--- src/rtl/mem_stage_sram_ctrl_if.sv ---
// Pipeline-side and SRAM-side signals of the memory stage, grouped in one bundle.
// The master modport is the controller; the slave modport is the environment,
// meaning the pipeline registers plus the SRAM.
interface mem_stage_sram_ctrl_if #(
    parameter int SRAM_AW = 18
);
    // EXE/MEM -> memory stage
    logic               wb_en_in;
    logic               mem_r_en_in;
    logic               mem_w_en_in;
    logic [31:0]        alu_result_in;
    logic [31:0]        val_rm_in;
    logic [3:0]         dest_in;

    // memory stage -> MEM/WB and freeze
    logic               ready;
    logic               wb_en_out;
    logic               mem_r_en_out;
    logic [31:0]        alu_result_out;
    logic [3:0]         dest_out;
    logic [31:0]        mem_data_out;

    // SRAM pins
    logic [SRAM_AW-1:0] sram_addr;
    logic [15:0]        sram_dq_out;
    logic [15:0]        sram_dq_in;
    logic               sram_dq_oe;
    logic               sram_ce_n;
    logic               sram_oe_n;
    logic               sram_we_n;

    modport master (
        input  wb_en_in, mem_r_en_in, mem_w_en_in, alu_result_in, val_rm_in, dest_in,
        output ready, wb_en_out, mem_r_en_out, alu_result_out, dest_out, mem_data_out,
        output sram_addr, sram_dq_out, sram_dq_oe, sram_ce_n, sram_oe_n, sram_we_n,
        input  sram_dq_in
    );

    modport slave (
        output wb_en_in, mem_r_en_in, mem_w_en_in, alu_result_in, val_rm_in, dest_in,
        input  ready, wb_en_out, mem_r_en_out, alu_result_out, dest_out, mem_data_out,
        input  sram_addr, sram_dq_out, sram_dq_oe, sram_ce_n, sram_oe_n, sram_we_n,
        output sram_dq_in
    );
endinterface

--- src/rtl/mem_stage_sram_ctrl.sv ---
// Memory stage: a 32-bit load/store is split into two 16-bit SRAM transfers,
// low half first. While the access is in flight, ready stays low and the
// pipeline freezes.
module mem_stage_sram_ctrl #(
    parameter int ADDR_OFFSET   = 1024,
    parameter int SRAM_AW       = 18,
    parameter int ACCESS_CYCLES = 2
) (
    input  logic                   clk,
    input  logic                   rst,
    mem_stage_sram_ctrl_if.master  bus
);
    localparam int             CW        = (ACCESS_CYCLES > 1) ? $clog2(ACCESS_CYCLES) : 1;
    localparam logic [CW-1:0]  CNT_LAST  = CW'(ACCESS_CYCLES - 1);
    // With single-cycle phases there is no spare cycle for write-data hold.
    localparam bit             HOLD_LAST = (ACCESS_CYCLES > 1);

    typedef enum logic [1:0] {IDLE, LO, HI, DONE} state_t;

    state_t             state_q, state_d;
    logic [CW-1:0]      cnt_q, cnt_d;
    logic               is_wr_q, is_wr_d;
    logic [SRAM_AW-1:0] base_q, base_d;      // even half-word address of the word
    logic [31:0]        wdata_q, wdata_d;
    logic [15:0]        lo_q, lo_d;          // low half of a load, waiting for the high half
    logic [31:0]        data_q, data_d;      // committed load data

    logic [SRAM_AW-1:0] addr_q;
    logic [15:0]        dq_out_q;
    logic               dq_oe_q, ce_n_q, oe_n_q, we_n_q;

    logic               req;
    logic               last;
    logic               in_phase_d;
    logic               last_d;
    logic [31:0]        off;
    logic               unused_off_bits;

    assign req  = bus.mem_r_en_in | bus.mem_w_en_in;
    assign off  = bus.alu_result_in - 32'(ADDR_OFFSET);
    assign last = (cnt_q == CNT_LAST);
    // The byte-lane bits and the bits above the SRAM range take no part in the address.
    assign unused_off_bits = ^{off[31:SRAM_AW+1], off[1:0]};

    // Pass-throughs are combinational, so non-memory instructions add no latency.
    assign bus.ready          = rst | (state_q == DONE) | ((state_q == IDLE) & ~req);
    assign bus.wb_en_out      = bus.wb_en_in & bus.ready;
    assign bus.mem_r_en_out   = bus.mem_r_en_in & bus.ready;
    assign bus.alu_result_out = bus.alu_result_in;
    assign bus.dest_out       = bus.dest_in;
    assign bus.mem_data_out   = data_q;

    assign bus.sram_addr   = addr_q;
    assign bus.sram_dq_out = dq_out_q;
    assign bus.sram_dq_oe  = dq_oe_q;
    assign bus.sram_ce_n   = ce_n_q;
    assign bus.sram_oe_n   = oe_n_q;
    assign bus.sram_we_n   = we_n_q;

    // Next state: sequence IDLE -> LO -> HI -> DONE and capture read halves.
    always_comb begin
        state_d = state_q;
        cnt_d   = cnt_q;
        is_wr_d = is_wr_q;
        base_d  = base_q;
        wdata_d = wdata_q;
        lo_d    = lo_q;
        data_d  = data_q;
        case (state_q)
            IDLE: begin
                if (req) begin
                    state_d = LO;
                    cnt_d   = '0;
                    is_wr_d = bus.mem_w_en_in;   // store wins when both are set
                    base_d  = {off[SRAM_AW:2], 1'b0};
                    wdata_d = bus.val_rm_in;
                end
            end
            LO: begin
                if (last) begin
                    state_d = HI;
                    cnt_d   = '0;
                    if (!is_wr_q) lo_d = bus.sram_dq_in;
                end else begin
                    cnt_d = cnt_q + 1'b1;
                end
            end
            HI: begin
                if (last) begin
                    state_d = DONE;
                    cnt_d   = '0;
                    // Commit the whole word at once so a load's old value stays visible until then.
                    if (!is_wr_q) data_d = {bus.sram_dq_in, lo_q};
                end else begin
                    cnt_d = cnt_q + 1'b1;
                end
            end
            // The pipeline advances on DONE, so the still-present request is not restarted.
            DONE:    state_d = IDLE;
            default: state_d = IDLE;
        endcase
        in_phase_d = (state_d == LO) || (state_d == HI);
        last_d     = (cnt_d == CNT_LAST);
    end

    // State registers and SRAM pin registers; pins are computed from the next state so they are glitch-free.
    always_ff @(posedge clk) begin
        if (rst) begin
            state_q  <= IDLE;
            cnt_q    <= '0;
            is_wr_q  <= 1'b0;
            base_q   <= '0;
            wdata_q  <= '0;
            lo_q     <= '0;
            data_q   <= '0;
            addr_q   <= '0;
            dq_out_q <= '0;
            dq_oe_q  <= 1'b0;
            ce_n_q   <= 1'b1;
            oe_n_q   <= 1'b1;
            we_n_q   <= 1'b1;
        end else begin
            state_q <= state_d;
            cnt_q   <= cnt_d;
            is_wr_q <= is_wr_d;
            base_q  <= base_d;
            wdata_q <= wdata_d;
            lo_q    <= lo_d;
            data_q  <= data_d;
            if (in_phase_d) begin
                addr_q   <= {base_d[SRAM_AW-1:1], state_d == HI};
                ce_n_q   <= 1'b0;
                oe_n_q   <= is_wr_d;
                // Release WE one cycle early so the data is held past the write edge.
                we_n_q   <= ~is_wr_d | (last_d & HOLD_LAST);
                dq_oe_q  <= is_wr_d;
                dq_out_q <= !is_wr_d ? 16'h0 :
                            (state_d == HI) ? wdata_d[31:16] : wdata_d[15:0];
            end else begin
                addr_q   <= '0;
                ce_n_q   <= 1'b1;
                oe_n_q   <= 1'b1;
                we_n_q   <= 1'b1;
                dq_oe_q  <= 1'b0;
                dq_out_q <= '0;
            end
        end
    end
endmodule

--- src/flat_wrapper.sv ---
// flat-port wrapper written by rule: the top's interface ports become plain ports
module mem_stage_sram_ctrl_flat 
#(
    parameter int ADDR_OFFSET   = 1024,
    parameter int SRAM_AW       = 18,
    parameter int ACCESS_CYCLES = 2
)
  (clk, rst, bus_wb_en_in, bus_mem_r_en_in, bus_mem_w_en_in, bus_alu_result_in, bus_val_rm_in, bus_dest_in, bus_ready, bus_wb_en_out, bus_mem_r_en_out, bus_alu_result_out, bus_dest_out, bus_mem_data_out, bus_sram_addr, bus_sram_dq_out, bus_sram_dq_oe, bus_sram_ce_n, bus_sram_oe_n, bus_sram_we_n, bus_sram_dq_in);
  mem_stage_sram_ctrl_if #(.SRAM_AW(SRAM_AW)) bus_i ();
  input  logic clk;
  input  logic rst;
  input wire logic [$bits(bus_i.wb_en_in)-1:0] bus_wb_en_in;
  input wire logic [$bits(bus_i.mem_r_en_in)-1:0] bus_mem_r_en_in;
  input wire logic [$bits(bus_i.mem_w_en_in)-1:0] bus_mem_w_en_in;
  input wire logic [$bits(bus_i.alu_result_in)-1:0] bus_alu_result_in;
  input wire logic [$bits(bus_i.val_rm_in)-1:0] bus_val_rm_in;
  input wire logic [$bits(bus_i.dest_in)-1:0] bus_dest_in;
  output wire logic [$bits(bus_i.ready)-1:0] bus_ready;
  output wire logic [$bits(bus_i.wb_en_out)-1:0] bus_wb_en_out;
  output wire logic [$bits(bus_i.mem_r_en_out)-1:0] bus_mem_r_en_out;
  output wire logic [$bits(bus_i.alu_result_out)-1:0] bus_alu_result_out;
  output wire logic [$bits(bus_i.dest_out)-1:0] bus_dest_out;
  output wire logic [$bits(bus_i.mem_data_out)-1:0] bus_mem_data_out;
  output wire logic [$bits(bus_i.sram_addr)-1:0] bus_sram_addr;
  output wire logic [$bits(bus_i.sram_dq_out)-1:0] bus_sram_dq_out;
  output wire logic [$bits(bus_i.sram_dq_oe)-1:0] bus_sram_dq_oe;
  output wire logic [$bits(bus_i.sram_ce_n)-1:0] bus_sram_ce_n;
  output wire logic [$bits(bus_i.sram_oe_n)-1:0] bus_sram_oe_n;
  output wire logic [$bits(bus_i.sram_we_n)-1:0] bus_sram_we_n;
  input wire logic [$bits(bus_i.sram_dq_in)-1:0] bus_sram_dq_in;
  assign bus_i.wb_en_in = bus_wb_en_in;
  assign bus_i.mem_r_en_in = bus_mem_r_en_in;
  assign bus_i.mem_w_en_in = bus_mem_w_en_in;
  assign bus_i.alu_result_in = bus_alu_result_in;
  assign bus_i.val_rm_in = bus_val_rm_in;
  assign bus_i.dest_in = bus_dest_in;
  assign bus_ready = bus_i.ready;
  assign bus_wb_en_out = bus_i.wb_en_out;
  assign bus_mem_r_en_out = bus_i.mem_r_en_out;
  assign bus_alu_result_out = bus_i.alu_result_out;
  assign bus_dest_out = bus_i.dest_out;
  assign bus_mem_data_out = bus_i.mem_data_out;
  assign bus_sram_addr = bus_i.sram_addr;
  assign bus_sram_dq_out = bus_i.sram_dq_out;
  assign bus_sram_dq_oe = bus_i.sram_dq_oe;
  assign bus_sram_ce_n = bus_i.sram_ce_n;
  assign bus_sram_oe_n = bus_i.sram_oe_n;
  assign bus_sram_we_n = bus_i.sram_we_n;
  assign bus_i.sram_dq_in = bus_sram_dq_in;
  mem_stage_sram_ctrl #(.ADDR_OFFSET(ADDR_OFFSET), .SRAM_AW(SRAM_AW), .ACCESS_CYCLES(ACCESS_CYCLES)) u_core (.clk(clk), .rst(rst), .bus(bus_i));
endmodule
--- config.mk ---
export PLATFORM = sky130hd
export DESIGN_NAME = mem_stage_sram_ctrl_flat
export DESIGN_NICKNAME = d
export VERILOG_FILES = /design/src/rtl/mem_stage_sram_ctrl_if.sv /design/src/rtl/mem_stage_sram_ctrl.sv /design/src/flat_wrapper.sv
export SDC_FILE = /design/constraint.sdc
export NUM_CORES = 1
export LEC_CHECK = 0
export CORE_MARGIN = 5
export CORE_UTILIZATION = 40
export DETAILED_ROUTE_END_ITERATION = 7
export GPL_ROUTABILITY_DRIVEN = 0
export PLACE_DENSITY = 0.8
export SYNTH_ARGS = -nofsm -noshare
export SYNTH_HDL_FRONTEND = slang
export SYNTH_SLANG_ARGS = --single-unit
--- constraint.sdc ---
create_clock -name clk -period 2.3 [get_ports clk]
set_input_delay 0.46 -clock clk [delete_from_list [all_inputs] [get_ports clk]]
set_output_delay 0.46 -clock clk [all_outputs]
set_load 0.05 [all_outputs]
* Yosys cells after proc, flatten, opt, wreduce, memory -nomap -nowiden
Cells that the tools add are included.
Word-level totals: bits in registers 139, latch bits 0, bits in writable memories 0, memory bits (read-only) 0, bits of input ports 89, output and inout bits 109, word-level logic and storage cells 53, memories kept 0
Cells by class: $add $sub $neg 2, multiply operators 0, divide/modulo/power cells 0, order comparisons 0, equal/unequal tests 5, shift operators 0, muxes and demuxes 15, bitwise operators 11, reductions and logical operators 7
Operators with widths (count):
- $mux 32 | 2
- $mux 18 | 2
- $sub 19x11->19 const B | 1
- $mux 16 | 1
- $pmux 2 s4 | 1
- $eq 2x2->1 const B | 3
- $mux 2 | 3
- $reduce_and 3->1 | 2
- $mux 1 | 5
- $eq 2x1->1 const B | 2
- $not 1->1 | 4
- $or 1x1->1 | 4
- $reduce_or 2->1 | 2
- $and 1x1->1 | 3
- $reduce_or 3->1 | 1
- $logic_not 2->1 | 1
- $pmux 1 s2 | 1
- $add 1x1->1 const B | 1
- $logic_or 1x1->1 | 1

* Longest topological paths before layout
word-level depth 7, depth in mapped cells 10, gate-level depth less buffers 9

* Least setup slack after synthesis
Ideal clock, no wire load.
path type register to output, start register u_core.state_q[0], end output bus_wb_en_out, arrival 1760 ps, required time 1840 ps, slack 80 ps, cell stages (with the launch flop) 6, buffers on the path 0, cell sequence dfxtp_1 inv_1 ha_1 nor3b_1 or3_1 and2_1
Between the ends: cells in the longest elaborated chain, start to end 4, elaborated cells between the ends (all ways) 6, classes of those cells 1 x eq/ne; 4 x bitwise; 1 x reduce/logical
Ends and longest elaborated chain:
- from (decl) | line mem_stage_sram_ctrl.sv:20 | state_t state_q, state_d;
- from (signal assigned) | line mem_stage_sram_ctrl.sv:123 | state_q <= state_d;
- $eq 2x2->1 / $logic_not 2->1 (equally long branches) | line mem_stage_sram_ctrl.sv:46 | assign bus.ready = rst | (state_q == DONE) | ((state_q == IDLE) & ~req);
- $or 1x1->1 / $and 1x1->1 (equally long branches) | line mem_stage_sram_ctrl.sv:46
- $or 1x1->1 (*) | line mem_stage_sram_ctrl.sv:46
- net bus_ready | line flat_wrapper.sv:18 | output wire logic [$bits(bus_i.ready)-1:0] bus_ready;
- $and 1x1->1 (*) | line mem_stage_sram_ctrl.sv:47 | assign bus.wb_en_out = bus.wb_en_in & bus.ready;
- to (decl) | line flat_wrapper.sv:19 | output wire logic [$bits(bus_i.wb_en_out)-1:0] bus_wb_en_out;
The timed path passes the listed nets; every way through them passes the cells marked *.

* Worst setup path after layout
start register u_core.state_q[1], end output bus_wb_en_out
Between the ends: cells in the longest elaborated chain, start to end 4, elaborated cells between the ends (all ways) 6, classes of those cells 1 x eq/ne; 4 x bitwise; 1 x reduce/logical
Ends and longest elaborated chain (line):
- $eq 2x2->1 / $logic_not 2->1 (equally long branches) | mem_stage_sram_ctrl.sv:46
- $or 1x1->1 / $and 1x1->1 (equally long branches) | mem_stage_sram_ctrl.sv:46
- $or 1x1->1 (*) | mem_stage_sram_ctrl.sv:46
- $and 1x1->1 (*) | mem_stage_sram_ctrl.sv:47
Every way passes the cells marked *; elsewhere a longest branch is shown, timed or not.

==> impl_metrics.env <==
export IMPL_skew_ns=0.00634
export IMPL_placed_cells=883
export IMPL_synth_edf_count=0
export IMPL_synthTopCellsByArea="dfxtp_1, nand2_1, a21oi_1"
export IMPL_yosysMostFrequentCell="nand2_1"
export IMPL_grt_ovfl_total=0
export IMPL_synth_nets=698
export IMPL_drtAntennaViolNets=0
export IMPL_finalSetupViolations=0
export IMPL_critPathKind="flop to output pin"
export IMPL_clkTransAtPathRegs_ns=0.06
export IMPL_clock_sinks=139
export IMPL_die_w_um=127
export IMPL_grt_use_met1_pct=20.6
export IMPL_grt_busiest_layer="met2"
export IMPL_antenna_found_initial=1
export IMPL_netlist_top_cell_by_area="dfxtp_1"
export IMPL_cts_buffer_depth=2
export IMPL_crit_path_end_kind="output pin"
export IMPL_die_h_um=127
export IMPL_layout_drive_gt1_share_pct=14.2
export IMPL_vias=4479
export IMPL_cp_required_ns=1.84
export IMPL_die_area_sq_um=16000
export IMPL_antenna_cells=0
export IMPL_drc=0
export IMPL_netlist_instances=602
export IMPL_multi_input_area_sq_um=2230
export IMPL_slew_headroom_pct=25.3
export IMPL_wire_per_inst_um=14.9
export IMPL_holdCritStartpoint="u_core.lo_q[3]"
export IMPL_floorplan_initialDensity_pct=40.9
export IMPL_final_cell_area_sq_um=7870
export IMPL_drv_slew=0
export IMPL_htreeDepth=4
export IMPL_tightest_slew_ns=1.12
export IMPL_vias_per_cell=4.88
export IMPL_grt_setup_unrepaired="yes"
export IMPL_timing_final_hold_violations=0
export IMPL_synth_common_cells="nand2_1, dfxtp_1, a21oi_1"
export IMPL_cp_arrival_ns=1.82
export IMPL_fin_cells=917
export IMPL_whs_ns=0.449
export IMPL_synth_area_sq_um=5430
export IMPL_path_buf_inv=2
export IMPL_cts_root_buf="clkbuf_16"
export IMPL_grt_max_degree=104
export IMPL_peakVddDrop_mv=0.507
export IMPL_setup_ws_ns=0.0196
export IMPL_clock_latency_ns=0.41
export IMPL_met2_usage_pct=26.4
export IMPL_routed_wl_mm=13.7
export IMPL_portBuffers=159
export IMPL_hold_path_endpoint="u_core.bus.mem_data_out[3]"
export IMPL_ys_ff_latch=139
export IMPL_reg2reg_depth=11
export IMPL_worst_path_max_fanout=4
export IMPL_leakagePower_nw=2.94
export IMPL_ys_flop_type="dfxtp_1"
export IMPL_area_delta_synth_final_pct=44.8
export IMPL_track_usage_pct=16.9
export IMPL_worstPathCellList="inv_2 > ha_4 > nor3b_1 > or3_4 > and2_4 > buf_8"
export IMPL_drt_iter0_markers=363
export IMPL_fin_crit_ns=2.28
export IMPL_yosys_warnings=0
export IMPL_fin_crit_sh_pct=99.1
export IMPL_synth_cell_types=35
export IMPL_powerDensity_nw_per_um2=1080
export IMPL_post_place_ws_ns=-0.159
export IMPL_core_area_sq_um=13300
export IMPL_regArea_sq_um=2790
export IMPL_worst_r2r_startpoint="u_core.state_q[0]"
export IMPL_place_area_sq_um=7210
export IMPL_reg2reg_slack_ns=0.16
export IMPL_io_pins=198
export IMPL_async_reset_ff_share_pct=0
export IMPL_hold_path_class="flop to flop"
export IMPL_hpwl_mm=9.37
export IMPL_cts_tree="done"
export IMPL_crit_slowest_cell="or3_4"
export IMPL_whs_path_depth=2
export IMPL_firstDrtPassIters=4
export IMPL_syn_area_per_cell_sq_um=9.02
export IMPL_startpoint_type="flop"
export IMPL_synth_top_area_share_pct=51.2
export IMPL_grt_pass1_wl_mm=22.0
export IMPL_cts_made_buffers=17
export IMPL_grt_pass1_vias=4369
export IMPL_slowest_delay_ns=0.37
export IMPL_max_freq_mhz=439
export IMPL_met3_usage_pct=6.77
export IMPL_timing_rr_end="u_core.bus.sram_dq_out[13]"
export IMPL_yosysSeqAreaShare_pct=51.2
export IMPL_status="complete, no violations"
export IMPL_max_cap_viol_count=0
export IMPL_rows=42
export IMPL_critPathTopFamily="simple AND/OR/NAND/NOR gates"
export IMPL_nets=827
export IMPL_critPathLaunch="u_core.state_q[1]"
export IMPL_fill_cells=1140
## routing by layer
layer | up-vias | routed length [um] | part of all wire (%)
met4 | 2 | 373 | 2.7
li1 | 2225 | - | -
met5 | - | 13 | 0.095
met1 | 2093 | 5550 | 41
met3 | 26 | 1040 | 7.6
met2 | 133 | 6720 | 49
## worst register-to-register path, stage by stage (launching register included)
cell	delay (ns)
dfxtp_2	0.32
buf_4	0.13
ha_1	0.23
o22a_1	0.24
nor2_2	0.11
a21oi_1	0.05
ha_1	0.27
nor2_1	0.15
buf_4	0.14
o21ai_1	0.09
buf_4	0.19
nor2b_1	0.15
## state kept, by name, summed over array words and instances (netlist names)
register and count:
u_core.bus.mem_data_out 32, u_core.wdata_q 32, u_core.bus.sram_addr 18, u_core.base_q 17, u_core.bus.sram_dq_out 16, u_core.lo_q 16
u_core.state_q 2, u_core.bus.sram_ce_n 1, u_core.bus.sram_dq_oe 1, u_core.bus.sram_oe_n 1, u_core.bus.sram_we_n 1, u_core.cnt_q 1
u_core.is_wr_q 1
## cell families after synthesis
logic type	Yosys count	share of synthesized area [%]
flip-flops	139	51.2
XOR/XNOR	2	0.322
AO/OA/AOI/OAI	98	9.74
buffers and inverters	82	8.80
AND/OR/NAND/NOR	247	19.6
multiplexers	27	8.66
adder cells (fa/ha/maj)	7	1.61
## cell type report
class                   instances  area share [%]
inverters                       8           0.382
repair buffers                184            25.9
flip-flops and latches        139            35.4
clock buffers                  18            5.58
multi-input cells             381            28.3
well taps                     176            2.80
clock inverters                11            1.57
## report_power, final
part           total, mW  switching, mW  internal (mW)
clock network       2.59          0.988           1.60
registers           2.95          0.153           2.79
logic               2.94           1.69           1.25
## stage by stage
stage / TNS (ns) / power [mW] / util, %
global route: -0.0799 / 8.90 / 59.2
CTS: 0 / 8.51 / 58.8
detailed placement: -3.83 / 5.84 / 54.2
global placement: -3.31 / 5.79 / 54.2
floorplan: 0 / 4.94 / -
finish: 0 / 8.48 / 59.2
## worst max path at each step
stage                                 to  slack, ns  cells past startpoint
2_1_floorplan              bus_wb_en_out       0.08                      5
3_3_place_gp    u_core.bus.sram_addr[17]      -0.13                      8
3_5_place_dp   u_core.bus.sram_dq_out[9]      -0.16                      9
4_1_cts                    bus_wb_en_out       0.01                      6
5_1_grt                    bus_wb_en_out      -0.03                      6
6_report                   bus_wb_en_out       0.02                      6
## placed cells by master, fill, tap and decap left out, types with 2 or more instances in the layout
| cell type | netlist | final |
|---|---|---|
| nand2_1 | 161 | 161 |
| dfxtp_1 | 139 | 137 |
| clkdlybuf4s50_1 | 0 | 136 |
| a21oi_1 | 81 | 81 |
| nor2_1 | 36 | 35 |
| buf_12 | 0 | 24 |
| buf_4 | 36 | 19 |
| nor2b_1 | 17 | 17 |
| clkbuf_16 | 0 | 17 |
| mux4_2 | 16 | 16 |
| mux2i_1 | 11 | 11 |
| nor4_1 | 10 | 7 |
| a211oi_1 | 7 | 7 |
| inv_1 | 7 | 5 |
| ha_1 | 7 | 5 |
| nand2b_1 | 4 | 4 |
| nor3_1 | 4 | 4 |
| and4_1 | 4 | 4 |
| nor4_2 | 0 | 3 |
| clkinvlp_4 | 0 | 3 |
| clkinv_2 | 0 | 3 |
| inv_2 | 0 | 2 |
| nor3b_1 | 2 | 2 |
| and3b_1 | 2 | 2 |
| nand3b_1 | 2 | 2 |
| and2_1 | 3 | 2 |
| clkinv_4 | 0 | 2 |
| bufinv_16 | 0 | 2 |
| dlygate4sd2_1 | 0 | 2 |
| buf_6 | 3 | 2 |
| dfxtp_2 | 0 | 2 |
## repair_timing
action | 4_1_cts | 5_1_grt
hold endpoints to repair | 0 | 0
pin swaps | 1 | 1
gates resized for setup | 13 | 6
endpoints found under the setup margin | 2 | 13
hold buffers | 0 | 0
setup buffers | 3 | 2
(Power assumes the default switching activity.)
